===== src/rtl/pc_sequencer_if.sv =====
// Bus between the program-counter sequencer and its surroundings.
// The master drives the control and decode inputs; the sequencer is the slave.
`timescale 1ns/1ps
interface pc_sequencer_if #(
    parameter int ADDR_W = 12
);
    logic              run;
    logic              halt_req;
    logic              mem_ack;
    logic              jump;
    logic              cond_ok;
    logic              call;
    logic              ret;
    logic [ADDR_W-1:0] target;
    logic [ADDR_W-1:0] pc;
    logic              pc_enable;
    logic              pc_load;
    logic [ADDR_W-1:0] pc_preload;
    logic              mem_req;
    logic              halted;
    logic              stack_overflow;
    logic              stack_underflow;

    modport master (
        output run, halt_req, mem_ack, jump, cond_ok, call, ret, target, pc,
        input  pc_enable, pc_load, pc_preload, mem_req, halted,
               stack_overflow, stack_underflow
    );

    modport slave (
        input  run, halt_req, mem_ack, jump, cond_ok, call, ret, target, pc,
        output pc_enable, pc_load, pc_preload, mem_req, halted,
               stack_overflow, stack_underflow
    );
endinterface


===== src/rtl/pc_sequencer.sv =====
// Program-counter sequencer: IDLE/FETCH/EXEC/HALT control with a
// return-address stack. PC strobes are decided combinationally during the
// single EXEC cycle; everything else comes straight from registers.
`timescale 1ns/1ps
module pc_sequencer #(
    parameter int ADDR_W      = 12,
    parameter int STACK_DEPTH = 4
) (
    input  logic           clk,
    input  logic           reset,
    pc_sequencer_if.slave  bus
);
    localparam int IDX_W = $clog2(STACK_DEPTH);
    localparam int CNT_W = IDX_W + 1;

    typedef enum logic [1:0] {IDLE, FETCH, EXEC, HALT} state_t;

    state_t            state_reg;
    logic [CNT_W-1:0]  count_reg;
    logic              overflow_reg;
    logic              underflow_reg;
    logic [ADDR_W-1:0] stack_mem [STACK_DEPTH];

    logic              stack_empty;
    logic              stack_full;
    logic [IDX_W-1:0]  top_idx;
    logic [IDX_W-1:0]  push_idx;
    logic [ADDR_W-1:0] return_addr;
    logic              do_ret, ret_err, do_call, call_err, do_jump, do_seq;
    logic [ADDR_W-1:0] preload_mux;

    assign stack_empty = (count_reg == '0);
    assign stack_full  = (count_reg == CNT_W'(STACK_DEPTH));
    assign top_idx     = IDX_W'(count_reg - CNT_W'(1));
    assign push_idx    = IDX_W'(count_reg);
    // Wraps naturally: the last address pushes zero.
    assign return_addr = bus.pc + ADDR_W'(1);

    // EXEC decode with priority ret > call > jump > sequential; reset masks it.
    always_comb begin
        do_ret   = 1'b0;
        ret_err  = 1'b0;
        do_call  = 1'b0;
        call_err = 1'b0;
        do_jump  = 1'b0;
        do_seq   = 1'b0;
        if (state_reg == EXEC && !reset) begin
            if (bus.ret) begin
                if (stack_empty) ret_err = 1'b1;
                else             do_ret  = 1'b1;
            end else if (bus.call) begin
                if (stack_full) call_err = 1'b1;
                else            do_call  = 1'b1;
            end else if (bus.jump && bus.cond_ok) begin
                do_jump = 1'b1;
            end else begin
                do_seq = 1'b1;
            end
        end
    end

    // Preload value is forced to zero whenever no load is issued.
    always_comb begin
        preload_mux = '0;
        if (do_ret)                 preload_mux = stack_mem[top_idx];
        else if (do_call || do_jump) preload_mux = bus.target;
    end

    assign bus.pc_load         = do_ret | do_call | do_jump;
    assign bus.pc_enable       = do_seq;
    assign bus.pc_preload      = preload_mux;
    assign bus.mem_req         = (state_reg == FETCH);
    assign bus.halted          = (state_reg == HALT);
    assign bus.stack_overflow  = overflow_reg;
    assign bus.stack_underflow = underflow_reg;

    // Stack storage needs no reset; occupancy alone defines validity.
    always_ff @(posedge clk) begin
        if (do_call) stack_mem[push_idx] <= return_addr;
    end

    // Sequencer state, stack occupancy and sticky error flags.
    always_ff @(posedge clk) begin
        if (reset) begin
            state_reg     <= IDLE;
            count_reg     <= '0;
            overflow_reg  <= 1'b0;
            underflow_reg <= 1'b0;
        end else begin
            case (state_reg)
                IDLE: begin
                    if (bus.run) state_reg <= FETCH;
                end
                FETCH: begin
                    if (bus.mem_ack) state_reg <= EXEC;
                end
                EXEC: begin
                    if (ret_err) begin
                        underflow_reg <= 1'b1;
                        state_reg     <= HALT;
                    end else if (call_err) begin
                        overflow_reg <= 1'b1;
                        state_reg    <= HALT;
                    end else begin
                        if (do_ret)  count_reg <= count_reg - CNT_W'(1);
                        if (do_call) count_reg <= count_reg + CNT_W'(1);
                        state_reg <= bus.halt_req ? HALT : FETCH;
                    end
                end
                HALT: begin
                    if (bus.run && !overflow_reg && !underflow_reg) state_reg <= FETCH;
                end
                default: state_reg <= IDLE;
            endcase
        end
    end
endmodule


===== src/flat_wrapper.sv =====
// flat-port wrapper written by rule: the top's interface ports become plain ports
module pc_sequencer_flat 
#(
    parameter int ADDR_W      = 12,
    parameter int STACK_DEPTH = 4
)
  (clk, reset, bus_run, bus_halt_req, bus_mem_ack, bus_jump, bus_cond_ok, bus_call, bus_ret, bus_target, bus_pc, bus_pc_enable, bus_pc_load, bus_pc_preload, bus_mem_req, bus_halted, bus_stack_overflow, bus_stack_underflow);
  pc_sequencer_if #(.ADDR_W(ADDR_W)) bus_i ();
  input  logic clk;
  input  logic reset;
  input wire logic [$bits(bus_i.run)-1:0] bus_run;
  input wire logic [$bits(bus_i.halt_req)-1:0] bus_halt_req;
  input wire logic [$bits(bus_i.mem_ack)-1:0] bus_mem_ack;
  input wire logic [$bits(bus_i.jump)-1:0] bus_jump;
  input wire logic [$bits(bus_i.cond_ok)-1:0] bus_cond_ok;
  input wire logic [$bits(bus_i.call)-1:0] bus_call;
  input wire logic [$bits(bus_i.ret)-1:0] bus_ret;
  input wire logic [$bits(bus_i.target)-1:0] bus_target;
  input wire logic [$bits(bus_i.pc)-1:0] bus_pc;
  output wire logic [$bits(bus_i.pc_enable)-1:0] bus_pc_enable;
  output wire logic [$bits(bus_i.pc_load)-1:0] bus_pc_load;
  output wire logic [$bits(bus_i.pc_preload)-1:0] bus_pc_preload;
  output wire logic [$bits(bus_i.mem_req)-1:0] bus_mem_req;
  output wire logic [$bits(bus_i.halted)-1:0] bus_halted;
  output wire logic [$bits(bus_i.stack_overflow)-1:0] bus_stack_overflow;
  output wire logic [$bits(bus_i.stack_underflow)-1:0] bus_stack_underflow;
  assign bus_i.run = bus_run;
  assign bus_i.halt_req = bus_halt_req;
  assign bus_i.mem_ack = bus_mem_ack;
  assign bus_i.jump = bus_jump;
  assign bus_i.cond_ok = bus_cond_ok;
  assign bus_i.call = bus_call;
  assign bus_i.ret = bus_ret;
  assign bus_i.target = bus_target;
  assign bus_i.pc = bus_pc;
  assign bus_pc_enable = bus_i.pc_enable;
  assign bus_pc_load = bus_i.pc_load;
  assign bus_pc_preload = bus_i.pc_preload;
  assign bus_mem_req = bus_i.mem_req;
  assign bus_halted = bus_i.halted;
  assign bus_stack_overflow = bus_i.stack_overflow;
  assign bus_stack_underflow = bus_i.stack_underflow;
  pc_sequencer #(.ADDR_W(ADDR_W), .STACK_DEPTH(STACK_DEPTH)) u_core (.clk(clk), .reset(reset), .bus(bus_i));
endmodule

===== config.mk =====
export PLATFORM = sky130hd
export DESIGN_NAME = pc_sequencer_flat
export DESIGN_NICKNAME = d
export VERILOG_FILES = /design/src/rtl/pc_sequencer_if.sv /design/src/rtl/pc_sequencer.sv /design/src/flat_wrapper.sv
export SDC_FILE = /design/constraint.sdc
export NUM_CORES = 1
export LEC_CHECK = 0
export BUFFER_PORTS_ARGS = -buffer_cell sky130_fd_sc_hd__buf_2
export CAP_MARGIN = 5
export CORE_MARGIN = 2
export CORE_UTILIZATION = 30
export CTS_BUF_LIST = sky130_fd_sc_hd__clkbuf_16
export CTS_CLUSTER_DIAMETER = 30
export CTS_CLUSTER_SIZE = 16
export DETAILED_ROUTE_END_ITERATION = 7
export PLACE_DENSITY = 0.49
export SYNTH_ARGS = -nofsm -noshare
export SYNTH_HDL_FRONTEND = slang
export SYNTH_SLANG_ARGS = --single-unit
export TNS_END_PERCENT = 50

===== constraint.sdc =====
create_clock -name clk -period 5.9 [get_ports clk]
set_clock_uncertainty 0.2 [all_clocks]
set_input_delay 0.885 -clock clk [delete_from_list [all_inputs] [get_ports clk]]
set_output_delay 0.885 -clock clk [all_outputs]
set_load 0.01 [all_outputs]

* Word-level counts from Yosys, hierarchy flattened *
Memories as Yosys holds them, arrays and structs flattened.
Index checks and enable logic that the tools add are counted.

word-level totals
  memories = 1
  register bits after elaboration = 7
  word-level logic and storage cells = 69
  input port bits = 33
  memory bits (writable) = 48
  output and inout port bits = 18

memories
  memory            words  bits a word  read ports  clocked after memory_dff  write ports  line                source
  u_core.stack_mem  4      12           1           0                         1            pc_sequencer.sv:22  logic [ADDR_W-1:0] stack_mem [STACK_DEPTH];

operators by class
  multiplexer cells = 35
  bitwise logic cells = 4
  $add $sub $neg = 3
  eq/ne operators = 7
  reduce and logical (&&, ||, !) cells = 15

operators with widths
  operator                                                             count
  1-bit two-way mux                                                    24
  12-bit two-way mux                                                   2
  12-bit by 1-bit adder with 12-bit output (second input constant)     1
  2-bit two-way mux                                                    6
  2-bit case mux with 4 select lines                                   1
  3-bit two-way mux                                                    2
  3-bit AND reduction                                                  2
  2-bit == test (second input constant)                                2
  1-bit logical AND                                                    4
  2-bit != test (second input constant)                                2
  4-bit AND reduction                                                  1
  3-bit by 1-bit adder with 3-bit output (second input constant)       1
  3-bit == test (second input constant)                                1
  1-bit zero test                                                      3
  3-bit zero test                                                      1
  3-bit by 1-bit subtractor with 3-bit output (second input constant)  1
  2-bit by 1-bit == test with 1-bit output (second input constant)     1
  2-bit zero test                                                      1
  2-bit by 1-bit != test with 1-bit output (second input constant)     1
  1-bit inverter                                                       2
  1-bit OR                                                             2
  2-bit AND reduction                                                  1
  2-bit nonzero test                                                   1
  1-bit logical OR                                                     1

* Longest topological paths before layout *
Gate-level depths: netlist (run 1).

  depth after elaboration = 8
  gate-level depth with buffers = 9
  depth with buffers taken out = 6

* Least setup slack after synthesis (run 1) *
OpenSTA, ideal clock, no wires.

  path kind = reg2out
  from = register u_core.count_reg[0]
  to = output port bus_pc_preload[2]
  required time = 4.815 ns
  stages on the path, launching flop included = 8
  slack = 2.587 ns
  arrival = 2.228 ns
  path buffers = 3
  cells stage by stage = dfxtp_1 buf_2 buf_2 inv_1 ha_1 clkbuf_1 mux4_2 a22o_2

on the way
  cells in the longest elaborated chain, start to end = 8
  elaborated cells on any way between the ends = 14
  those cells by class = add/sub (1); eq/ne (1); mux (9); reduce/logical (2); memory (1)

ends and longest elaborated chain
  element                 line                 source
  from (decl)             pc_sequencer.sv:19   logic [CNT_W-1:0] count_reg;
  from (signal assigned)  pc_sequencer.sv:105  if (do_ret) count_reg <= count_reg - CNT_W'(1);
  from (signal assigned)  pc_sequencer.sv:106  if (do_call) count_reg <= count_reg + CNT_W'(1);
  3-bit == test           pc_sequencer.sv:33   assign stack_full = (count_reg == CNT_W'(STACK_DEPTH));
  1-bit two-way mux       pc_sequencer.sv:52   if (stack_full) call_err = 1'b1;
  1-bit two-way mux       pc_sequencer.sv:51   end else if (bus.call) begin
  1-bit two-way mux       pc_sequencer.sv:48   if (bus.ret) begin
  1-bit two-way mux       pc_sequencer.sv:47   if (state_reg == EXEC && !reset) begin
  1-bit logical OR        pc_sequencer.sv:66   else if (do_call || do_jump) preload_mux = bus.target;
  12-bit two-way mux      pc_sequencer.sv:66
  12-bit two-way mux *    pc_sequencer.sv:65   if (do_ret) preload_mux = stack_mem[top_idx];
  to (decl)               flat_wrapper.sv:22   output wire logic [$bits(bus_i.pc_preload)-1:0] bus_pc_preload;

Mark *: on every way between the ends. The rest lies on a longest branch, timed or not.

* Worst setup path after layout (run 1) *
  from = input port reset
  to = output port bus_pc_preload[5]

on the way
  cells in the longest elaborated chain, start to end = 6
  elaborated cells on any way between the ends = 8
  those cells by class = mux (5); reduce/logical (3)

ends and longest elaborated chain
  element               line                source
  from (decl)           flat_wrapper.sv:10  input logic reset;
  1-bit zero test *     pc_sequencer.sv:47
  1-bit logical AND *   pc_sequencer.sv:47
  1-bit two-way mux     pc_sequencer.sv:47
  1-bit logical OR      pc_sequencer.sv:66
  12-bit two-way mux    pc_sequencer.sv:66
  12-bit two-way mux *  pc_sequencer.sv:65

Marks and branches as above.

==> summary.txt, run 1 <==
Die
  • Initial standard-cell utilization of the core: 30.4%
  • DIE WIDTH: 97.3 um
  • Num rows: 34
  • Boundary Pins: 51
  • Die Span Y: 97.3 um
  • Core Area: 0.00859 mm^2
  • Total Die Area: 0.00947 mm^2

Clock tree
  • Cells resized by post-CTS repair: 0
  • Number of H-tree branching levels: 2
  • CTS Root Cell: sky130_fd_sc_hd__clkbuf_16
  • Clock Path Buffers: 2
  • Clock transition at the register clock pins on the worst setup and hold paths after CTS: 0.07 ns
  • CTS tree: yes
  • Number of buffers added to fix hold violations after cts: 0
  • Worst-Skew Late Latency: 0.28 ns
  • Setup Buffers After CTS: 0
  • Sinks on the clock net: 55
  • Clock buffer count from CTS: 5

Finish
  • Antenna diode instance count: 0
  • Layout-stage area growth over the synthesis result: 20.2%
  • Sequential standard cell area: 0.00158 mm^2
  • Max FFs per register: 48
  • Final-stage net count: 267
  • Combined area of the multi-input logic cells: 973 um^2
  • Fillers: 856
  • Layout cell share with drive strength beyond 1: 40.6%

Synth
  • Yosys synthesis warning count: 0
  • Flop and latch count out of synthesis: 55
  • Net count of the mapped netlist: 212
  • Gate count after technology mapping: 168
  • Area of the mapped netlist: 0.00261 mm^2
  • Part of the Yosys area used for sequential elements: 60.5%
  • Main flop type after synthesis: sky130_fd_sc_hd__edfxtp_1
  • Yosys cell types: 36
  • Post-synthesis async set-or-reset flop share: 0%
  • Number of enable flip-flop cells after synthesis: 48
  • Avg Inst Size Synth: 15.6 um^2

Setup path
  • Maximum cell stage delay along the critical path: 0.57 ns
  • Crit path arrival time: 2.41 ns
  • Most common cell on crit path: sky130_fd_sc_hd__buf_2
  • Endpoint of the lowest-slack register-to-register path: u_core.stack_mem[1][6]
  • Req. time, crit path: 4.82 ns
  • Number of cells on the worst reg-to-reg path: 5
  • Category of the worst setup path launch point: input pin
  • Critical path endpoint category: output pin
  • Reg-to-reg critical path startpoint: u_core.state_reg[0]
  • Crit-path cells: buf_2 > or4b_4 > o22ai_4 > a22o_2 > buf_2
  • Startpoint-to-endpoint class of the critical path: in -> out
  • Maximum fanout along the worst path: 13
  • Slowest cell on the critical path: sky130_fd_sc_hd__or4b_4
  • Family of cells with the greatest summed delay on the critical path: compound AO/OA/AOI/OAI gates
  • Worst path buffer plus inverter count: 2
  • Reg2Reg Setup Slack: 3.33 ns

STA
  • Crit path time final: 3.49 ns
  • Slew at the pin with the worst max-slew slack: 0.681 ns
  • Period utilisation layout: 59.2%
  • Count of final setup violators: 0
  • Number of endpoints with negative hold slack in the final report: 0
  • Setup repair after global routing missed its margin: no
  • Setup TNS: 0 ns
  • Maximum operating frequency: 286 MHz
  • Worst relative slew slack: 54.6%
  • Max-slew violation count: 0
  • Worst slack on hold paths: 0.291 ns

Power and ir drop
  • Pwr Total: 0.000769 W
  • Static power due to leakage: 1.16 nW
  • Peak supply drop: 0.000133 V
  • Pwr per Cell Area: 245 mW/mm^2

Detailed routing
  • DR iter-0 viols: 38
  • Via density per instance: 4.77
  • Vias: 1583
  • Residual DRC: 0
  • Final routed wirelength across all metal layers: 5.32 mm
  • Post-route antenna net violation count: 0
  • Number of search-and-repair iterations in the first detailed-routing pass: 4
  • Routed wire per std cell: 16.0 um

Global routing
  • Largest net degree at the start of global routing: 18
  • Overall routing resource usage: 11.6%
  • Overflow after GRT: 0
  • Vias in the first global route: 1623
  • Initial antenna violation count: 0
  • Global-route wire length before repair: 8.58 mm

Flow run
  • Max cap viols: 0

Min path
  • Hold Crit Class: reg -> reg
  • WHS Path Cells: 2
  • Hold-critical path endpoint: u_core.bus.stack_underflow
  • Hold Path Origin: u_core.bus.stack_underflow

Placement
  • HPWL after detailed placement: 3.72 mm
  • Count of input and output buffers: 50
  • Routability-driven placement congestion ratio: 0.724

Run status
  • Run status: complete, no violations
[synth_stat cells (2+ instances only)]
cell type | number | share of area [%]
sky130_fd_sc_hd__xnor2_1 | 6 | 2.0
sky130_fd_sc_hd__nand3_1 | 3 | 0.57
sky130_fd_sc_hd__and2_1 | 3 | 0.72
sky130_fd_sc_hd__a31oi_1 | 2 | 0.48
sky130_fd_sc_hd__ha_1 | 11 | 5.3
sky130_fd_sc_hd__nor3_1 | 4 | 0.77
sky130_fd_sc_hd__nor3b_1 | 2 | 0.57
sky130_fd_sc_hd__dfxtp_1 | 7 | 5.4
sky130_fd_sc_hd__xor2_1 | 4 | 1.3
sky130_fd_sc_hd__a2111oi_0 | 2 | 0.67
sky130_fd_sc_hd__nor2_1 | 6 | 0.86
sky130_fd_sc_hd__a31o_2 | 2 | 0.67
sky130_fd_sc_hd__mux4_2 | 12 | 10
sky130_fd_sc_hd__buf_6 | 2 | 0.86
sky130_fd_sc_hd__nand2_1 | 9 | 1.3
sky130_fd_sc_hd__nor2b_1 | 4 | 0.96
sky130_fd_sc_hd__a21oi_1 | 2 | 0.38
sky130_fd_sc_hd__a22o_2 | 8 | 3.1
sky130_fd_sc_hd__o21ai_0 | 2 | 0.38
sky130_fd_sc_hd__inv_1 | 7 | 1.0
sky130_fd_sc_hd__and3_1 | 2 | 0.48
sky130_fd_sc_hd__a22o_1 | 4 | 1.3
sky130_fd_sc_hd__mux2i_1 | 2 | 0.77
sky130_fd_sc_hd__edfxtp_1 | 48 | 55
sky130_fd_sc_hd__buf_2 | 3 | 0.57
[cell type report]
cell class              instances  share of cell area (%)
inverters                       7                   0.837
well taps                     108                    4.30
clock buffers                   5                    3.98
flip-flops and latches         55                    50.4
multi-input cells             100                    31.0
clock inverters                 3                   0.598
repair buffers                 54                    8.92
[worst max-delay path by stage]
stage	to	slack, ns	from	cells past startpoint
after global placement	bus_pc_preload[3]	2.41	reset	5
after global routing	bus_pc_preload[9]	2.30	reset	5
after CTS	bus_pc_preload[4]	2.39	reset	5
final	bus_pc_preload[5]	2.41	reset	5
after detailed placement	bus_pc_preload[6]	2.39	reset	5
after floorplan	bus_pc_preload[2]	2.59	u_core.count_reg[0]	7
[power by group]
| group | leakage [nW] | switching [W] | internal (W) |
|---|---|---|---|
| registers | 0.488 | 0.00000311 | 0.000427 |
| logic | 0.600 | 0.0000293 | 0.0000240 |
| clock network | 0.0740 | 0.000129 | 0.000157 |
[cell families (layout without fill, tap and decap cells)]
logic type,Yosys count,in the layout,share of synthesized area [%]
fa+ha+maj,11,11,5.27
mux,15,15,11.5
simple gates,38,38,8.05
buf+inv,13,69,2.59
xor+xnor,10,10,3.35
flops,55,55,60.5
compound gates,26,26,8.67
[cell usage in the layout, fill, tap and decap left out, types with 3 or more instances in the layout]
| cell | instances |
|---|---|
| sky130_fd_sc_hd__inv_1 | 7 |
| sky130_fd_sc_hd__nand3_1 | 3 |
| sky130_fd_sc_hd__nor2_1 | 6 |
| sky130_fd_sc_hd__mux4_2 | 12 |
| sky130_fd_sc_hd__xnor2_1 | 6 |
| sky130_fd_sc_hd__ha_1 | 11 |
| sky130_fd_sc_hd__clkbuf_16 | 5 |
| sky130_fd_sc_hd__nor3_1 | 4 |
| sky130_fd_sc_hd__xor2_1 | 4 |
| sky130_fd_sc_hd__dfxtp_1 | 7 |
| sky130_fd_sc_hd__nor2b_1 | 4 |
| sky130_fd_sc_hd__a22o_1 | 4 |
| sky130_fd_sc_hd__a22o_2 | 8 |
| sky130_fd_sc_hd__buf_4 | 4 |
| sky130_fd_sc_hd__edfxtp_1 | 48 |
| sky130_fd_sc_hd__and2_1 | 3 |
| sky130_fd_sc_hd__nand2_1 | 9 |
| sky130_fd_sc_hd__buf_2 | 50 |
[per-layer routing]
metal | share of wire [%] | vias up | track usage, %
met5 | 0 | - | 0
met2 | 48 | 42 | 19.3
li1 | - | 764 | -
met4 | 0.90 | 0 | 2.24
met3 | 4.6 | 5 | 2.88
met1 | 46 | 772 | 15.7
[per-stage QoR]
step,cells,area [um^2],setup slack [ns],util [%]
3_3_place_gp,324,3000,2.41,34.9
4_1_cts,332,3140,2.39,36.5
3_5_place_dp,324,3000,2.39,34.9
6_report,332,3140,2.41,36.5
2_1_floorplan,168,2610,2.59,-
5_1_grt,332,3140,2.30,36.5
[worst min-delay path: stages, from the launching register on]
cell and delay [ns]:
sky130_fd_sc_hd__dfxtp_1 0.34, sky130_fd_sc_hd__a31oi_1 0.05, sky130_fd_sc_hd__nor2_1 0.07
Note: power is estimated with default switching activity, not from simulation.
==> run 2, diff against run 1 <==
==> constraint.sdc (replaced) <==
create_clock -name clk -period 3.5 [get_ports clk]
set_clock_uncertainty 0.2 [all_clocks]
set_input_delay 0.525 -clock clk [delete_from_list [all_inputs] [get_ports clk]]
set_output_delay 0.525 -clock clk [all_outputs]
set_load 0.01 [all_outputs]
==> run 2 against run 1 <==
- setup slack got worse by 2.0 ns
- sequential share of layout area decreased by 0.32 points
- non-clock buffer count unchanged
- critical path depth increased by 2
- sequential power increased by 69%
- design area increased by 0.64%
- core utilization increased by 0.23 points
- sequential cell count unchanged
==> summary.txt, run 2 (synthesized netlist as in run 1, its figures left out) <==
Run status
  • Run status: complete, no violations

Placement
  • Routability-driven placement congestion ratio: 0.692
  • Setup Slack @ Placement: 0.704 ns
  • HPWL after detailed placement: 3.71 mm
  • Count of input and output buffers: 50

Die
  • Boundary Pins: 51
  • Total Die Area: 0.00947 mm^2
  • Num rows: 34
  • DIE WIDTH: 97.3 um
  • Die Span Y: 97.3 um
  • Core Area: 0.00859 mm^2
  • Initial standard-cell utilization of the core: 30.4%

Setup path
  • Critical path endpoint category: output pin
  • Maximum fanout along the worst path: 11
  • Crit path arrival time: 2.33 ns
  • Startpoint-to-endpoint class of the critical path: reg -> out
  • Category of the worst setup path launch point: flop
  • WP depth: 7
  • Maximum cell stage delay along the critical path: 0.60 ns
  • Endpoint of the lowest-slack register-to-register path: u_core.stack_mem[2][7]
  • Worst path buffer plus inverter count: 3
  • Number of cells on the worst reg-to-reg path: 5
  • Req. time, crit path: 2.77 ns
  • Reg-to-reg critical path startpoint: u_core.state_reg[0]
  • Reg2Reg Setup Slack: 0.92 ns
  • Slowest cell on the critical path: sky130_fd_sc_hd__nor3_2
  • Family of cells with the greatest summed delay on the critical path: simple AND/OR/NAND/NOR gates
  • Crit-path cells: inv_1 > ha_1 > nor2b_1 > nor3_2 > buf_4 > a22o_1 > buf_2

Detailed routing
  • Number of search-and-repair iterations in the first detailed-routing pass: 4
  • Via density per instance: 4.77
  • Residual DRC: 0
  • DR iter-0 viols: 75
  • Vias: 1584
  • Final routed wirelength across all metal layers: 5.29 mm
  • Post-route antenna net violation count: 0
  • Routed wire per std cell: 15.9 um

STA
  • Slew at the pin with the worst max-slew slack: 0.709 ns
  • Period utilisation layout: 87.4%
  • Worst path setup slack after routing: 0.440 ns
  • Max-slew violation count: 0
  • Count of final setup violators: 0
  • Number of endpoints with negative hold slack in the final report: 0
  • Setup repair after global routing missed its margin: no
  • Worst relative slew slack: 52.5%
  • Crit path time final: 3.06 ns
  • Setup TNS: 0 ns
  • Maximum operating frequency: 327 MHz

Global routing
  • Global-route wire length before repair: 8.85 mm
  • Overall routing resource usage: 12.0%
  • Overflow after GRT: 0
  • Vias in the first global route: 1648
  • Initial antenna violation count: 0
  • Largest net degree at the start of global routing: 17

Clock tree
  • Number of buffers added to fix hold violations after cts: 0
  • Cells resized by post-CTS repair: 0
  • Clock buffer count from CTS: 5
  • CTS tree: yes
  • CTS Root Cell: sky130_fd_sc_hd__clkbuf_16
  • Clock Path Buffers: 2
  • Clock transition at the register clock pins on the worst setup and hold paths after CTS: 0.07 ns
  • Worst-Skew Late Latency: 0.28 ns
  • Sinks on the clock net: 55
  • Setup Buffers After CTS: 0
  • Number of H-tree branching levels: 2

Min path
  • Hold Crit Class: reg -> reg
  • Hold Path Origin: u_core.bus.stack_underflow
  • Hold-critical path endpoint: u_core.bus.stack_underflow
  • WHS Path Cells: 2

Finish
  • Layout-stage area growth over the synthesis result: 21.0%
  • Leading cell types in the layout, fill and taps excluded: 50 x sky130_fd_sc_hd__buf_2, 48 x sky130_fd_sc_hd__edfxtp_1, 12 x sky130_fd_sc_hd__mux4_2, 11 x sky130_fd_sc_hd__ha_1, 9 x sky130_fd_sc_hd__nand2_1
  • Final-stage net count: 267
  • Fillers: 836
  • Most common library cell in the layout ignoring fill and taps: sky130_fd_sc_hd__buf_2
  • Max FFs per register: 48
  • Layout cell share with drive strength beyond 1: 40.2%
  • Antenna diode instance count: 0

Power and ir drop
  • Pwr per Cell Area: 427 mW/mm^2
  • Static power due to leakage: 1.17 nW
  • Peak supply drop: 0.000183 V

Flow run
  • Max cap viols: 0
[run 2: power by group]
| group | internal (W) | switching, W |
|---|---|---|
| clock | 0.000333 | 0.000204 |
| sequential | 0.000719 | 0.00000548 |
| combinational | 0.0000401 | 0.0000484 |
[run 2: per-layer routing]
metal | wire, um | up-vias | track usage (%)
met5 | 0 | - | 0
met1 | 2400 | 772 | 16.3
li1 | - | 762 | -
met2 | 2590 | 45 | 20.0
met4 | 60 | 0 | 2.88
met3 | 243 | 5 | 2.45
[run 2: tightest hold or removal path, stage by stage, from the launching register on]
cell and delay (ns):
sky130_fd_sc_hd__dfxtp_1 0.36, sky130_fd_sc_hd__a31oi_1 0.05, sky130_fd_sc_hd__nor2_1 0.07
[run 2: through the flow]
stage	power [W]	utilization, %	hold slack [ns]	std cells	area (um^2)
after CTS	0.00137	36.8	0.320	332	3160
final	0.00135	36.8	0.317	332	3160
after floorplan	0.000790	-	0.278	168	2610
after detailed placement	0.000829	34.9	0.304	324	3000
after global placement	0.000830	34.9	0.283	324	3000
after global routing	0.00141	36.8	0.359	332	3160
[run 2: layout make-up]
cell class                      count  area (um^2)  area share [%]
Clock buffer                        5          125            3.96
Multi-Input combinational cell    100          973            30.8
Tap cell                          108          135            4.28
Sequential cell                    55         1580            50.0
Timing Repair Buffer               54          280            8.87
Inverter                            7         26.3           0.831
Clock inverter                      3         38.8            1.23
[run 2: worst max-delay path by stage]
stage                        endpoint  slack (ns)           startpoint
3_5_place_dp       bus_pc_preload[11]        0.70  u_core.count_reg[1]
3_3_place_gp       bus_pc_preload[11]        0.70  u_core.count_reg[1]
5_1_grt            bus_pc_preload[10]        0.22  u_core.count_reg[1]
4_1_cts            bus_pc_preload[11]        0.38  u_core.count_reg[1]
2_1_floorplan  u_core.stack_mem[3][0]        0.50  u_core.count_reg[0]
6_report           bus_pc_preload[11]        0.44  u_core.count_reg[1]
==> run 3, diff against run 2 <==
--- a/config.mk
+++ b/config.mk
@@ -8,12 +8,12 @@
 export BUFFER_PORTS_ARGS = -buffer_cell sky130_fd_sc_hd__buf_2
 export CAP_MARGIN = 5
 export CORE_MARGIN = 2
-export CORE_UTILIZATION = 30
+export CORE_UTILIZATION = 40
 export CTS_BUF_LIST = sky130_fd_sc_hd__clkbuf_16
 export CTS_CLUSTER_DIAMETER = 30
 export CTS_CLUSTER_SIZE = 16
 export DETAILED_ROUTE_END_ITERATION = 7
-export PLACE_DENSITY = 0.49
+export PLACE_DENSITY = 0.61
 export SYNTH_ARGS = -nofsm -noshare
 export SYNTH_HDL_FRONTEND = slang
 export SYNTH_SLANG_ARGS = --single-unit
==> run 3 against run 2 <==
- clock-buffer cell count is the same
- sequential power about the same
- global-route usage grew 3.5 points
- core utilization rose by 12 points
- setup slack better by 0.013 ns
- critical path type unchanged
- critical endpoint is now bus_pc_preload[10]
- largest cell class unchanged
- highest routed layer unchanged
==> summary.txt, run 3 (synthesized netlist as in run 1, its figures left out) <==
Die
  • Core Area: 0.00635 mm^2
  • Boundary Pins: 51
  • Num rows: 29
  • Initial standard-cell utilization of the core: 41.1%
  • Die Span Y: 84.8 um
  • Total Die Area: 0.00719 mm^2
  • DIE WIDTH: 84.8 um

STA
  • Number of endpoints with negative hold slack in the final report: 0
  • Maximum operating frequency: 328 MHz
  • Period utilisation layout: 87.0%
  • Slew at the pin with the worst max-slew slack: 0.718 ns
  • Count of final setup violators: 0
  • Setup repair after global routing missed its margin: no
  • Worst path setup slack after routing: 0.454 ns
  • Worst relative slew slack: 52.1%
  • Max-slew violation count: 0
  • Crit path time final: 3.05 ns
  • Setup TNS: 0 ns

Placement
  • HPWL after detailed placement: 3.53 mm
  • Count of input and output buffers: 50
  • Routability-driven placement congestion ratio: 0.690
  • Setup Slack @ Placement: 0.732 ns

Setup path
  • Crit path arrival time: 2.32 ns
  • Startpoint-to-endpoint class of the critical path: reg -> out
  • Critical path endpoint category: output pin
  • Slowest cell on the critical path: sky130_fd_sc_hd__ha_1
  • Req. time, crit path: 2.77 ns
  • Maximum cell stage delay along the critical path: 0.77 ns
  • Maximum fanout along the worst path: 14
  • Category of the worst setup path launch point: flop
  • Crit path launch: u_core.count_reg[1]
  • Reg-to-reg critical path startpoint: u_core.state_reg[0]
  • Crit-path cells: inv_1 > ha_1 > mux4_2 > a22o_1 > buf_2
  • Reg2Reg Setup Slack: 0.89 ns

Global routing
  • Overall routing resource usage: 15.5%
  • Largest net degree at the start of global routing: 19
  • Initial antenna violation count: 0
  • Overflow after GRT: 0
  • Global-route wire length before repair: 8.30 mm
  • Vias in the first global route: 1569

Clock tree
  • Clock buffer count from CTS: 5
  • CTS Root Cell: sky130_fd_sc_hd__clkbuf_16
  • Cells resized by post-CTS repair: 0
  • Number of buffers added to fix hold violations after cts: 0
  • CTS tree: yes
  • Clock transition at the register clock pins on the worst setup and hold paths after CTS: 0.07 ns
  • Number of H-tree branching levels: 2
  • Setup Buffers After CTS: 0
  • Worst-Skew Late Latency: 0.29 ns
  • Sinks on the clock net: 55
  • Clock Path Buffers: 2

Detailed routing
  • DR iter-0 viols: 62
  • Vias: 1556
  • Residual DRC: 0
  • Routed wire per std cell: 17.4 um
  • Number of search-and-repair iterations in the first detailed-routing pass: 5
  • Final routed wirelength across all metal layers: 5.24 mm
  • Post-route antenna net violation count: 0
  • Via density per instance: 5.17

Power and ir drop
  • Net switching power figure: 0.000284 W
  • Share of power burned in registers: 55.2%
  • Peak supply drop: 0.000241 V
  • Pwr per Cell Area: 423 mW/mm^2
  • Internal power of the cells: 0.00103 W
  • Clock Power Share: 38.0%
  • Part of the power in combinational logic: 6.8%
  • Sw Share: 21.7%
  • Static power due to leakage: 1.16 nW

Min path
  • Hold Path Origin: u_core.bus.stack_overflow
  • Hold Crit Class: reg -> reg

Finish
  • Final core utilization: 48.9%
  • Max FFs per register: 48
  • Leading cell types in the layout, fill and taps excluded: 50 x sky130_fd_sc_hd__buf_2, 48 x sky130_fd_sc_hd__edfxtp_1, 12 x sky130_fd_sc_hd__mux4_2, 11 x sky130_fd_sc_hd__ha_1, 9 x sky130_fd_sc_hd__nand2_1
  • Antenna diode instance count: 0
  • Fillers: 548
  • Most common library cell in the layout ignoring fill and taps: sky130_fd_sc_hd__buf_2
  • Layout cell share with drive strength beyond 1: 40.2%
  • Layout-stage area growth over the synthesis result: 18.8%
  • Sequential standard cell area: 0.00158 mm^2
  • Final-stage net count: 267
  • Combined area of the multi-input logic cells: 973 um^2

Flow run
  • Max cap viols: 0

Run status
  • Run status: complete, no violations
[run 3: cell count changes in the layout (fill, tap and decap cells not counted), sizes merged]
cell    delta
inv        +2
bufinv     -1
clkinv     -1
[run 3: worst max-delay path: cells and delay by family, from the launching register on]
family                   cells  cell delay, ns
multiplexers                 1            0.43
buffers and inverters        2            0.23
flip-flops                   1            0.36
adder cells (fa/ha/maj)      1            0.77
AO/OA/AOI/OAI                1            0.24
[run 3: per-stage QoR]
| step | instance area [um^2] | instances | power, W | hold slack (ns) |
|---|---|---|---|---|
| global route | 3100 | 301 | 0.00137 | 0.317 |
| detailed placement | 2960 | 293 | 0.000829 | 0.285 |
| global placement | 2960 | 293 | 0.000828 | 0.279 |
| floorplan | 2610 | 168 | 0.000790 | 0.278 |
| CTS | 3100 | 301 | 0.00133 | 0.300 |
| finish | 3100 | 301 | 0.00131 | 0.298 |
[run 3: final timing paths]
path	cells past startpoint	to
setup / recovery	5	bus_pc_preload[10]
hold / removal	2	u_core.bus.stack_overflow
setup reg to reg	5	u_core.stack_mem[2][6]
hold reg to reg	2	u_core.bus.stack_overflow
[run 3: power by group through the flow]
stage / logic, W / clock network, W / registers [W]
6_report: 0.0000890 / 0.000498 / 0.000724
5_1_grt: 0.000104 / 0.000537 / 0.000725
4_1_cts: 0.0000908 / 0.000511 / 0.000724
3_5_place_dp: 0.0000904 / 0 / 0.000739
3_3_place_gp: 0.0000890 / 0 / 0.000739
2_1_floorplan: 0.0000516 / 0 / 0.000738
[run 3: layout make-up]
class | count | share of cell area, %
Clock buffer | 5 | 4.03
Clock inverter | 3 | 0.685
Inverter | 7 | 0.846
Multi-Input combinational cell | 100 | 31.4
Sequential cell | 55 | 50.9
Tap cell | 77 | 3.10
Timing Repair Buffer | 54 | 9.03
[run 3: routing by layer]
metal	vias up	share of wire, %	global-route usage (%)
met3	4	5.0	4.47
met1	754	46	20.5
met2	36	48	25.3
li1	762	-	-
met4	0	0.76	4.33
met5	-	0	0
